[config.mk]
export PLATFORM = sky130hd
export DESIGN_NAME = accum_core
export DESIGN_NICKNAME = d
export VERILOG_FILES = /design/src/rtl/accum_pkg.sv /design/src/rtl/accum_alu.sv /design/src/rtl/accum_core.sv
export SDC_FILE = /design/constraint.sdc
export NUM_CORES = 1
export LEC_CHECK = 0
export CORE_MARGIN = 5
export CORE_UTILIZATION = 64
export DETAILED_ROUTE_END_ITERATION = 8
export GPL_TIMING_DRIVEN = 0
export PLACE_DENSITY = 0.84
export RECOVER_POWER = 50
export SKIP_LAST_GASP = 1
export SLEW_MARGIN = 25
export SYNTH_ARGS = -nofsm -noshare
export SYNTH_HDL_FRONTEND = slang
export SYNTH_HIERARCHICAL = 1
export SYNTH_SLANG_ARGS = --single-unit
[constraint.sdc]
create_clock -name clk -period 5 [get_ports clk]
set_input_delay 1.5 -clock clk [delete_from_list [all_inputs] [get_ports clk]]
set_output_delay 1.5 -clock clk [all_outputs]
set_load 0.01 [all_outputs]
[src/rtl/accum_pkg.sv]
// Shared opcode/state types and decode helpers for the accumulator core.
// ACCUM_MULDIV_EN: when defined, MUL (12) and DIV (13) decode as ALU ops.
package accum_pkg;

  typedef enum logic [7:0] {
    OP_NOP   = 8'h00,
    OP_LDA   = 8'h01,
    OP_STA   = 8'h02,
    OP_LDPC  = 8'h03,
    OP_JMPA  = 8'h04,
    OP_MOVAB = 8'h05,
    OP_MOVBA = 8'h06,
    OP_JZ    = 8'h07,
    OP_LDI   = 8'h08,
    OP_ADD   = 8'h10,
    OP_SUB   = 8'h11,
    OP_MUL   = 8'h12,
    OP_DIV   = 8'h13,
    OP_AND   = 8'h14,
    OP_OR    = 8'h15,
    OP_XOR   = 8'h16,
    OP_NOT   = 8'h17,
    OP_HALT  = 8'hFF
  } opc_e;

  typedef enum logic [2:0] {
    S_FETCH,
    S_OPER,
    S_MEM,
    S_EXEC,
    S_HALTED
  } state_e;

  function automatic logic is_two_word(input logic [7:0] op);
    return (op == OP_LDA) || (op == OP_STA) || (op == OP_JZ) || (op == OP_LDI);
  endfunction

  function automatic logic is_mem_op(input logic [7:0] op);
    return (op == OP_LDA) || (op == OP_STA);
  endfunction

  function automatic logic is_alu_op(input logic [7:0] op);
`ifdef ACCUM_MULDIV_EN
    return (op == OP_ADD) || (op == OP_SUB) || (op == OP_MUL) || (op == OP_DIV) ||
           (op == OP_AND) || (op == OP_OR)  || (op == OP_XOR) || (op == OP_NOT);
`else
    return (op == OP_ADD) || (op == OP_SUB) ||
           (op == OP_AND) || (op == OP_OR)  || (op == OP_XOR) || (op == OP_NOT);
`endif
  endfunction

endpackage

[src/rtl/accum_alu.sv]
// Combinational ALU for accum_core: result, carry/borrow and zero for ALU opcodes.
// ACCUM_MULDIV_EN: when defined, the multiplier and divider are built.
module accum_alu
  import accum_pkg::*;
#(
  parameter int unsigned DATA_W = 8
) (
  input  logic [DATA_W-1:0] a_i,
  input  logic [DATA_W-1:0] b_i,
  input  logic [7:0]        opc_i,
  output logic [DATA_W-1:0] result_o,
  output logic              carry_o,
  output logic              zero_o
);

  logic [DATA_W:0] sum;

  always_comb begin
    sum      = {1'b0, a_i} + {1'b0, b_i};
    result_o = a_i;
    carry_o  = 1'b0;
    case (opc_i)
      OP_ADD: begin
        result_o = sum[DATA_W-1:0];
        carry_o  = sum[DATA_W];
      end
      OP_SUB: begin
        result_o = a_i - b_i;
        carry_o  = (a_i < b_i);
      end
`ifdef ACCUM_MULDIV_EN
      OP_MUL: result_o = DATA_W'(a_i * b_i);
      OP_DIV: begin
        if (b_i == '0) begin
          result_o = '1;
          carry_o  = 1'b1;
        end else begin
          result_o = a_i / b_i;
        end
      end
`endif
      OP_AND: result_o = a_i & b_i;
      OP_OR:  result_o = a_i | b_i;
      OP_XOR: result_o = a_i ^ b_i;
      OP_NOT: result_o = ~a_i;
      default: result_o = a_i;
    endcase
    zero_o = (result_o == '0);
  end

endmodule

[src/rtl/accum_core.sv]
// Accumulator CPU core with req/ack memory handshake, zero/carry flags and HALT.
// ACCUM_MULDIV_EN: when defined, opcodes 12/13 perform MUL/DIV; otherwise they are NOPs.
module accum_core
  import accum_pkg::*;
#(
  parameter int unsigned DATA_W   = 8,
  parameter int unsigned ADDR_W   = 8,
  parameter int unsigned RESET_PC = 0
) (
  input  logic              clk,
  input  logic              rst,
  output logic              mem_req,
  output logic              mem_we,
  output logic [ADDR_W-1:0] mem_addr,
  output logic [DATA_W-1:0] mem_wdata,
  input  logic [DATA_W-1:0] mem_rdata,
  input  logic              mem_ack,
  output logic              halted
);

  state_e            state_q, state_d;
  logic [ADDR_W-1:0] pc_q, pc_d;
  logic [DATA_W-1:0] a_q, a_d;
  logic [DATA_W-1:0] b_q, b_d;
  logic              z_q, z_d;
  logic              c_q, c_d;
  logic [7:0]        inst_q, inst_d;
  logic [DATA_W-1:0] opnd_q, opnd_d;
  logic              req_q, req_d;
  logic              we_q, we_d;
  logic [ADDR_W-1:0] addr_q, addr_d;
  logic [DATA_W-1:0] wdata_q, wdata_d;
  logic              halted_q, halted_d;

  logic [DATA_W-1:0] alu_result;
  logic              alu_carry;
  logic              alu_zero;

  accum_alu #(.DATA_W(DATA_W)) u_alu (
    .a_i      (a_q),
    .b_i      (b_q),
    .opc_i    (inst_q),
    .result_o (alu_result),
    .carry_o  (alu_carry),
    .zero_o   (alu_zero)
  );

  always_ff @(posedge clk) begin
    if (rst) begin
      state_q  <= S_FETCH;
      pc_q     <= ADDR_W'(RESET_PC);
      a_q      <= '0;
      b_q      <= '0;
      z_q      <= 1'b0;
      c_q      <= 1'b0;
      inst_q   <= '0;
      opnd_q   <= '0;
      req_q    <= 1'b0;
      we_q     <= 1'b0;
      addr_q   <= '0;
      wdata_q  <= '0;
      halted_q <= 1'b0;
    end else begin
      state_q  <= state_d;
      pc_q     <= pc_d;
      a_q      <= a_d;
      b_q      <= b_d;
      z_q      <= z_d;
      c_q      <= c_d;
      inst_q   <= inst_d;
      opnd_q   <= opnd_d;
      req_q    <= req_d;
      we_q     <= we_d;
      addr_q   <= addr_d;
      wdata_q  <= wdata_d;
      halted_q <= halted_d;
    end
  end

  // Every access state spends one cycle with req low (issue) before raising req,
  // which yields the mandatory idle cycle after each ack.
  always_comb begin
    state_d  = state_q;
    pc_d     = pc_q;
    a_d      = a_q;
    b_d      = b_q;
    z_d      = z_q;
    c_d      = c_q;
    inst_d   = inst_q;
    opnd_d   = opnd_q;
    req_d    = req_q;
    we_d     = we_q;
    addr_d   = addr_q;
    wdata_d  = wdata_q;
    halted_d = halted_q;

    case (state_q)
      S_FETCH: begin
        if (!req_q) begin
          req_d  = 1'b1;
          we_d   = 1'b0;
          addr_d = pc_q;
        end else if (mem_ack) begin
          req_d   = 1'b0;
          inst_d  = mem_rdata[7:0];
          state_d = is_two_word(mem_rdata[7:0]) ? S_OPER : S_EXEC;
        end
      end

      S_OPER: begin
        if (!req_q) begin
          req_d  = 1'b1;
          we_d   = 1'b0;
          addr_d = pc_q + ADDR_W'(1);
        end else if (mem_ack) begin
          req_d   = 1'b0;
          opnd_d  = mem_rdata;
          state_d = is_mem_op(inst_q) ? S_MEM : S_EXEC;
        end
      end

      S_MEM: begin
        if (!req_q) begin
          req_d   = 1'b1;
          we_d    = (inst_q == OP_STA);
          addr_d  = ADDR_W'(opnd_q);
          wdata_d = a_q;
        end else if (mem_ack) begin
          req_d   = 1'b0;
          we_d    = 1'b0;
          // LDA data replaces the operand; EXEC then treats LDA like LDI.
          if (inst_q == OP_LDA) opnd_d = mem_rdata;
          state_d = S_EXEC;
        end
      end

      S_EXEC: begin
        pc_d    = pc_q + (is_two_word(inst_q) ? ADDR_W'(2) : ADDR_W'(1));
        state_d = S_FETCH;
        if (is_alu_op(inst_q)) begin
          a_d = alu_result;
          z_d = alu_zero;
          c_d = alu_carry;
        end else begin
          case (inst_q)
            OP_LDA, OP_LDI: begin
              a_d = opnd_q;
              z_d = (opnd_q == '0);
              c_d = 1'b0;
            end
            OP_LDPC:  a_d = DATA_W'(pc_q);
            OP_JMPA:  pc_d = ADDR_W'(a_q);
            OP_MOVAB: a_d = b_q;
            OP_MOVBA: b_d = a_q;
            OP_JZ:    if (z_q) pc_d = ADDR_W'(opnd_q);
            OP_HALT: begin
              state_d  = S_HALTED;
              halted_d = 1'b1;
            end
            default: ;
          endcase
        end
      end

      S_HALTED: begin
        req_d = 1'b0;
      end

      default: state_d = S_FETCH;
    endcase
  end

  assign mem_req   = req_q;
  assign mem_we    = we_q;
  assign mem_addr  = addr_q;
  assign mem_wdata = wdata_q;
  assign halted    = halted_q;

endmodule

# Word level (Yosys, flattened, before mapping)
# Cells that the tools add are included.
# op_classes
n_addsub	4
n_reduce_logical	33
eq_ne	35
bitwise_logic	7
muxes	37
# ops
cell	n
2-to-1 mux 8 bit	11
== test 8 x 5 -> 1 bit, second input constant	6
case mux 8 bit (3 select lines)	2
case mux 8 bit (6 select lines)	1
== test 8 x 3 -> 1 bit, second input constant	5
case mux 8 bit (2 select lines)	2
== test 8 x 2 -> 1 bit, second input constant	3
2-to-1 mux 3 bit	8
inequality test 2 bit, second input constant	11
== test 8 x 1 -> 1 bit, second input constant	2
== test 8 x 4 -> 1 bit, second input constant	2
logical NOT 8 bit	2
case mux 3 bit (5 select lines)	1
AND reduction 3 bit	4
logical OR 1 bit	11
adder 8 x 1 -> 8 bit, second input constant	1
adder 8 x 2 -> 8 bit	1
adder 8 bit	1
bitwise AND 8 bit	1
== test 8 bit, second input constant	1
2-to-1 mux 1 bit	8
NOT 8 bit	1
bitwise OR 8 bit	1
nonzero test 2 bit	4
other kinds (18)	26
# totals
register_bits	63
inputBits	11
word_cells	128
out_inout_bits	19

# Depth between registers and ports, before layout
# Gate-level depths: netlist of run 1.
# logic_depth
ltp_word	9
ltp_mapped	15
depth_no_buf	13

# By module
# Netlist of run 1, hierarchy kept.
# modules_own_cells
module	seq_area_each_um2	area_per_inst_um2	cells_per_inst	n_inst
accum_core	1261.2	3503.4	441	1
accum_alu	0.0	1423.9	187	1

# Least setup slack after synthesis of run 1
# No wires, ideal clock.
# synth_timing
path_type	register to register
start	reg a_q[0]
end	reg z_q
setup_ns	0.086
path_buffers	0
slack_ns	1.880
t_required_ns	4.914
stages_incl_launch_ff	13
period_less_slack_ns	3.120
arrival_time_ns	3.034
path_cell_list	dfxtp_1 > inv_1 > ha_1 > fa_1 > nor3_1 > o31a_1 > nor4b_1 > or3_4 > or4_4 > nor4_2 > inv_1 > a22o_1 > a211oi_1
# synth_between
elab_chain_cells	4
elab_cells_between_ends	9
cone_classes	2 x add/sub; 2 x mux; 4 x bitwise; 1 x reduce/logical
# synth_rtl
item	line_no	source
start, declared	accum_core.sv:23	logic [DATA_W-1:0] a_q, a_d;
start signal, assigned	accum_core.sv:52	a_q <= '0;
start signal, assigned	accum_core.sv:66	a_q <= a_d;
subtractor 8 bit / adder 8 bit (equally long branches)	accum_alu.sv:28, accum_alu.sv:19	
case mux 8 bit (6 select lines) *	accum_alu.sv:22	case (opc_i)
net alu_result[4]	accum_core.sv:35	logic [DATA_W-1:0] alu_result;
logical NOT 8 bit *	accum_alu.sv:48	zero_o = (result_o == '0);
net alu_zero	accum_core.sv:37	logic alu_zero;
2-to-1 mux 1 bit *	accum_core.sv:140	if (is_alu_op(inst_q)) begin
end signal, assigned	accum_core.sv:68	z_q <= z_d;
end, declared	accum_core.sv:25	logic z_q, z_d;
# The timed path passes the listed nets; every way through them passes the cells marked *.
# A chain may end at the register's enable or synchronous reset.

# Worst setup path after layout of run 1
# layout_timing
start	reg a_q[2]
end	reg z_q
# The elaborated chain is that of the path after synthesis.

==> results_dict.tcl, run 1 <==
set metrics [dict create \
    first_pass_iters 6 \
    routabilityCongestion 0.983 \
    worst_ir_drop_vdd_v 0.000194 \
    fin_tns_setup_ps 0 \
    rsz_0062_raised_after_global_routing "no" \
    clock_tree_from_tritoncts "done" \
    crit_type "register to register" \
    post_route_cells_drive_above_1_share 0.0814 \
    netSwitchingPower_mw 0.380 \
    max_freq_ghz 0.270 \
    numPlacedInstances 746 \
    run_status "complete, no violations" \
    power.share.clock 0.414 \
    timing_max_transition_violations_final 0 \
    slew_headroom 0.327 \
    placed_inst_area_um2 5260 \
    grt_max_degree 14 \
    floorplan.io_pins 30 \
    die-area_um2 9430 \
    maxCapViolations 0 \
    finalNetCount 699 \
    worstSetupPathDepth 12 \
    rr_worst_depth 12 \
    first_global_vias 4826 \
    synth_area_um2 4860 \
    ff2ff_setup_slack_ps 1300 \
    critical_path.most_common_cell "inv_1" \
    report.final.setup_viol 0 \
    routed_via_density 6.74 \
    cp_delay_by_family_top "simple AND/OR/NAND/NOR gates" \
    detail_route.iter0.violations 586 \
    antenna_violations_before_repair 0 \
    post_cts_buffers 0 \
    hold_path_depth 2 \
    num_antenna_cells 0 \
    grt_first_pass_wirelength_um 24100 \
    cp_cell_sequence "inv_1 -> ha_1 -> clkbuf_1 -> nor3_1 -> o31a_1 -> o211a_1 -> or3_4 -> or4_4 -> nor4_2 -> inv_1 -> a22o_1 -> a211oi_1" \
    power_per_cell_area_nw_per_um2 230 \
    routed-via-count 5134 \
    final_antenna_net_count 0 \
    worst_ep_arrival_time_ps 3980 \
    number_of_nets_produced_by_synthesis 660 \
    residual_overflow_from_global_routing 0 \
    sequentialPowerShare 0.422 \
    hpwl_um 11000 \
    finish.utilization 0.747 \
    combinationalPowerShare 0.164 \
    die_w_um 97.1 \
    critical_path.endpoint_type "register" \
    tightestPinTransition_ps 1010 \
    clkSinkCount 63 \
    worstSkewPairLatency_ps 360 \
    cellLeakagePower_nw 1.94 \
    cts-buffers-inserted 9 \
    startpoint_type "register" \
    postRouteWirelength_um 15300 \
    timing.final.crit_period_ps 3700 \
    pint_mw 0.881 \
    final_min_period_over_clock_period 0.741 \
    crit_path_max_fanout 8 \
    worst_clock_skew_ps 13.7 \
    ff_latch_area_um2 1260 \
    required_time_of_the_critical_path_ps 5270 \
    floorplan.die.height_um 97.1 \
    area_growth_syn_to_layout_pct 12.7 \
    cts_max_level 3 \
    drc_errors 0 \
    multiInputGateArea_um2 3250 \
    instances_no_fill 762 \
    ctsResizeCount 0 \
    critPathBufInv 3 \
    finalHoldViolCount 0 \
    design_area_um2 5470 \
    fill_cells 584 \
    drt-wirelength-per-cell_um 20.0 \
    cts_buffer_depth 2 \
    crit_path_max_incr_delay_ps 590 \
    cts.hold.buffers_added 0 \
    rows 31 \
    clockRootBuffer "clkbuf_8" \
    clk_pin_slew_ps 80 \
    sw_ratio 0.301 \
    yosys_warnings 6 \
    critical-path-slowest-cell "dfxtp_1" \
    port-buffer-count 28 \
    design.core.area_um2 7330 \
    netlist_instances 619 \
    initial_util 0.663 \
    min_path_type "register to register" \
    grt_use_total 0.311 \
    syn_avg_cell_area_um2 7.85 \
]
[flip-flops by register name (all words and copies together) (netlist names), 3 cells and up]
name       count
inst_q         8
pc_q           8
state_q        3
mem_wdata      8
mem_addr       8
a_q            8
b_q            8
opnd_q         8
[tightest hold or removal path, stage by stage (launching register included)]
cell and delay, ps:
dfxtp_1 310, inv_1 50, a21oi_1 50
[through the flow]
stage | total power, mW | setup WS [ps] | hold slack [ps]
after floorplan | 0.677 | 1910 | 466
after global placement | 0.738 | 1550 | 436
after detailed placement | 0.744 | 1480 | 444
after CTS | 1.25 | 1450 | 457
after global routing | 1.30 | 1060 | 483
final | 1.26 | 1300 | 452
[final timing paths]
path | endpoint | startpoint
max | z_q$_SDFFE_PP0P_ | a_q[2]$_SDFFE_PP0P_
min | halted$_SDFFE_PP0P_ | halted$_SDFFE_PP0P_
max reg2reg | z_q$_SDFFE_PP0P_ | a_q[2]$_SDFFE_PP0P_
min reg2reg | halted$_SDFFE_PP0P_ | halted$_SDFFE_PP0P_
[power groups by stage]
stage	registers [mW]	logic, mW	clock network [mW]
finish	0.532	0.207	0.522
global route	0.534	0.223	0.544
CTS	0.532	0.203	0.519
detailed placement	0.543	0.201	0
global placement	0.542	0.195	0
floorplan	0.541	0.136	0
[area by class of cell]
type                       instances  share of cell area
multi-input combinational        472               0.594
sequential                        63               0.230
timing repair buffer              28              0.0512
buffer                            42              0.0318
inverter                          42              0.0288
clock buffer                       9              0.0226
tap                               99              0.0226
clock inverter                     7              0.0183
[metal layers]
layer | global-route usage | wire [um] | up-vias | part of all wire
met5 | 0 | 0 | - | 0
met4 | 0.153 | 707 | 0 | 0.046
met3 | 0.0761 | 1640 | 76 | 0.11
met2 | 0.504 | 7010 | 336 | 0.46
met1 | 0.385 | 5890 | 2373 | 0.39
li1 | - | - | 2349 | -
[placed cells by master (no fill, tap or decap), types with 13 or more instances in the layout]
| cell type | instances |
|---|---|
| a211oi_1 | 13 |
| a21oi_1 | 53 |
| a221oi_1 | 13 |
| a22oi_1 | 14 |
| clkbuf_1 | 32 |
| clkdlybuf4s50_1 | 26 |
| dfxtp_1 | 63 |
| ha_1 | 27 |
| inv_1 | 42 |
| mux2i_1 | 19 |
| nand2_1 | 73 |
| nand3_1 | 17 |
| nor2_1 | 53 |
| nor3_1 | 13 |
| o21ai_0 | 26 |
No activity file was read; power rests on OpenSTA's default activity.
==> inputs of run 2 (changes only) <==
- CORE_UTILIZATION: 64 -> 55
- PLACE_DENSITY: 0.84 -> 0.77
- clock period: 5 -> 3.3 ns (I/O delays scaled with it)
==> results_dict.tcl, run 2 (synthesized netlist as in run 1, its figures left out) <==
set metrics [dict create \
    critical_path.most_common_cell "inv_1" \
    topRoutingLayerUsed "met4" \
    antenna_violations_before_repair 0 \
    routed-via-count 4995 \
    tightestPinTransition_ps 1000 \
    first_pass_iters 6 \
    first_global_vias 4842 \
    required_time_of_the_critical_path_ps 3580 \
    power_per_cell_area_nw_per_um2 340 \
    crit_path_max_incr_delay_ps 530 \
    rows 34 \
    cts_max_level 3 \
    routed_via_density 6.44 \
    crit_path_max_fanout 8 \
    cts-buffers-inserted 9 \
    min_path_type "register to register" \
    max_freq_ghz 0.310 \
    drt-wirelength-per-cell_um 19.9 \
    leading_cell_type_in_the_layout_fill_and_taps_excluded "nand2_1" \
    clk_pin_slew_ps 80 \
    timing.final.crit_period_ps 3220 \
    run_status "complete, no violations" \
    timing_max_transition_violations_final 0 \
    maxCapViolations 0 \
    design.core.area_um2 8680 \
    critical-path-slowest-cell "or4_4" \
    met3_length_um 1410 \
    worst_clock_skew_ps 10.2 \
    final_min_period_over_clock_period 0.976 \
    port-buffer-count 28 \
    grt_max_degree 14 \
    critical_path.endpoint_type "register" \
    cts_buffer_depth 2 \
    met2RoutedLength_um 7000 \
    drc_errors 0 \
    residual_overflow_from_global_routing 0 \
    clkSinkCount 63 \
    design_area_um2 5640 \
    slew_headroom 0.325 \
    post_route_cells_drive_above_1_share 0.135 \
    area_growth_syn_to_layout_pct 16.2 \
    worst_ir_drop_vdd_v 0.000365 \
    floorplan.io_pins 30 \
    crit_type "register to register" \
    grt_first_pass_wirelength_um 24700 \
    finalNetCount 704 \
    num_antenna_cells 0 \
    rsz_0062_raised_after_global_routing "yes" \
    postRouteWirelength_um 15400 \
    worstSkewPairLatency_ps 360 \
    startpoint_type "register" \
    clock_tree_from_tritoncts "done" \
    power.total_mw 1.92 \
    floorplan.die.height_um 104 \
    initial_util 0.560 \
    grt_use_total 0.278 \
    die-area_um2 10800 \
    clockRootBuffer "clkbuf_8" \
    worst_ep_arrival_time_ps 3500 \
    cp_cell_sequence "inv_1 -> ha_1 -> buf_6 -> nor3_4 -> o31a_1 -> o211a_1 -> or3_4 -> or4_4 -> nor4_4 -> inv_1 -> a22o_1 -> a211oi_2" \
    placed_inst_area_um2 5270 \
    die_w_um 104 \
    finalHoldViolCount 0 \
    wl_met1_um 6300 \
    report.final.setup_viol 0 \
    routabilityCongestion 0.947 \
    detail_route.iter0.violations 539 \
    final_antenna_net_count 0 \
    cellLeakagePower_nw 2.00 \
    most-common-layout-cells "nand2_1, a21oi_1, nor2_1" \
    hpwl_um 11200 \
]
## run 2: layout make-up
type                       instances  area (um^2)
clock inverter                     7          103
buffer                            42          198
clock buffer                       9          124
timing repair buffer              33          318
multi-input combinational        472         3320
sequential                        63         1290
fill                             789         3030
tap                              108          135
inverter                          42          160
## run 2: power breakdown
| part | internal, mW | leakage, nW | total (mW) | switching, mW |
|---|---|---|---|---|
| clock | 0.436 | 0.116 | 0.800 | 0.364 |
| sequential | 0.775 | 0.517 | 0.803 | 0.0278 |
| combinational | 0.125 | 1.37 | 0.316 | 0.191 |
| total | 1.34 | 2.00 | 1.92 | 0.583 |
## run 2: worst max-delay path: cells and delay by family (launching register included)
kind	cells	cell delay (ps)
compound gates	4	980
simple gates	4	1180
flops	1	390
buf+inv	3	290
fa+ha+maj	1	310
## run 2: through the flow
| step | setup WS (ps) | cells | hold WS [ps] | utilization | TNS [ps] |
|---|---|---|---|---|---|
| 5_1_grt | -69.7 | 776 | 473 | 0.650 | -70.5 |
| 4_1_cts | -8.44 | 771 | 457 | 0.638 | -8.44 |
| 3_5_place_dp | -225 | 755 | 444 | 0.608 | -486 |
| 2_1_floorplan | 207 | 619 | 466 | - | 0 |
| 3_3_place_gp | -168 | 755 | 434 | 0.608 | -332 |
| 6_report | 77.6 | 776 | 453 | 0.650 | 0 |
## run 2: layer usage
metal,vias up,track usage
li1,2369,-
met1,2280,0.354
met2,272,0.439
met3,74,0.0689
met4,0,0.136
met5,-,0
## run 2: final timing paths
path / depth (start not counted) / from / slack [ps] / to
worst min register to register: 2 / halted$_SDFFE_PP0P_ / 450 / halted$_SDFFE_PP0P_
worst max register to register: 12 / a_q[2]$_SDFFE_PP0P_ / 80 / z_q$_SDFFE_PP0P_
worst min-delay path: 2 / halted$_SDFFE_PP0P_ / 450 / halted$_SDFFE_PP0P_
worst max-delay path: 12 / a_q[2]$_SDFFE_PP0P_ / 80 / z_q$_SDFFE_PP0P_
## run 2: repair_timing
item,CTS,global route
pin swaps,0,4
hold buffers,0,0
gates resized for setup,18,32
gates cloned,0,0
setup buffers,0,5
setup endpoints to repair,4,4
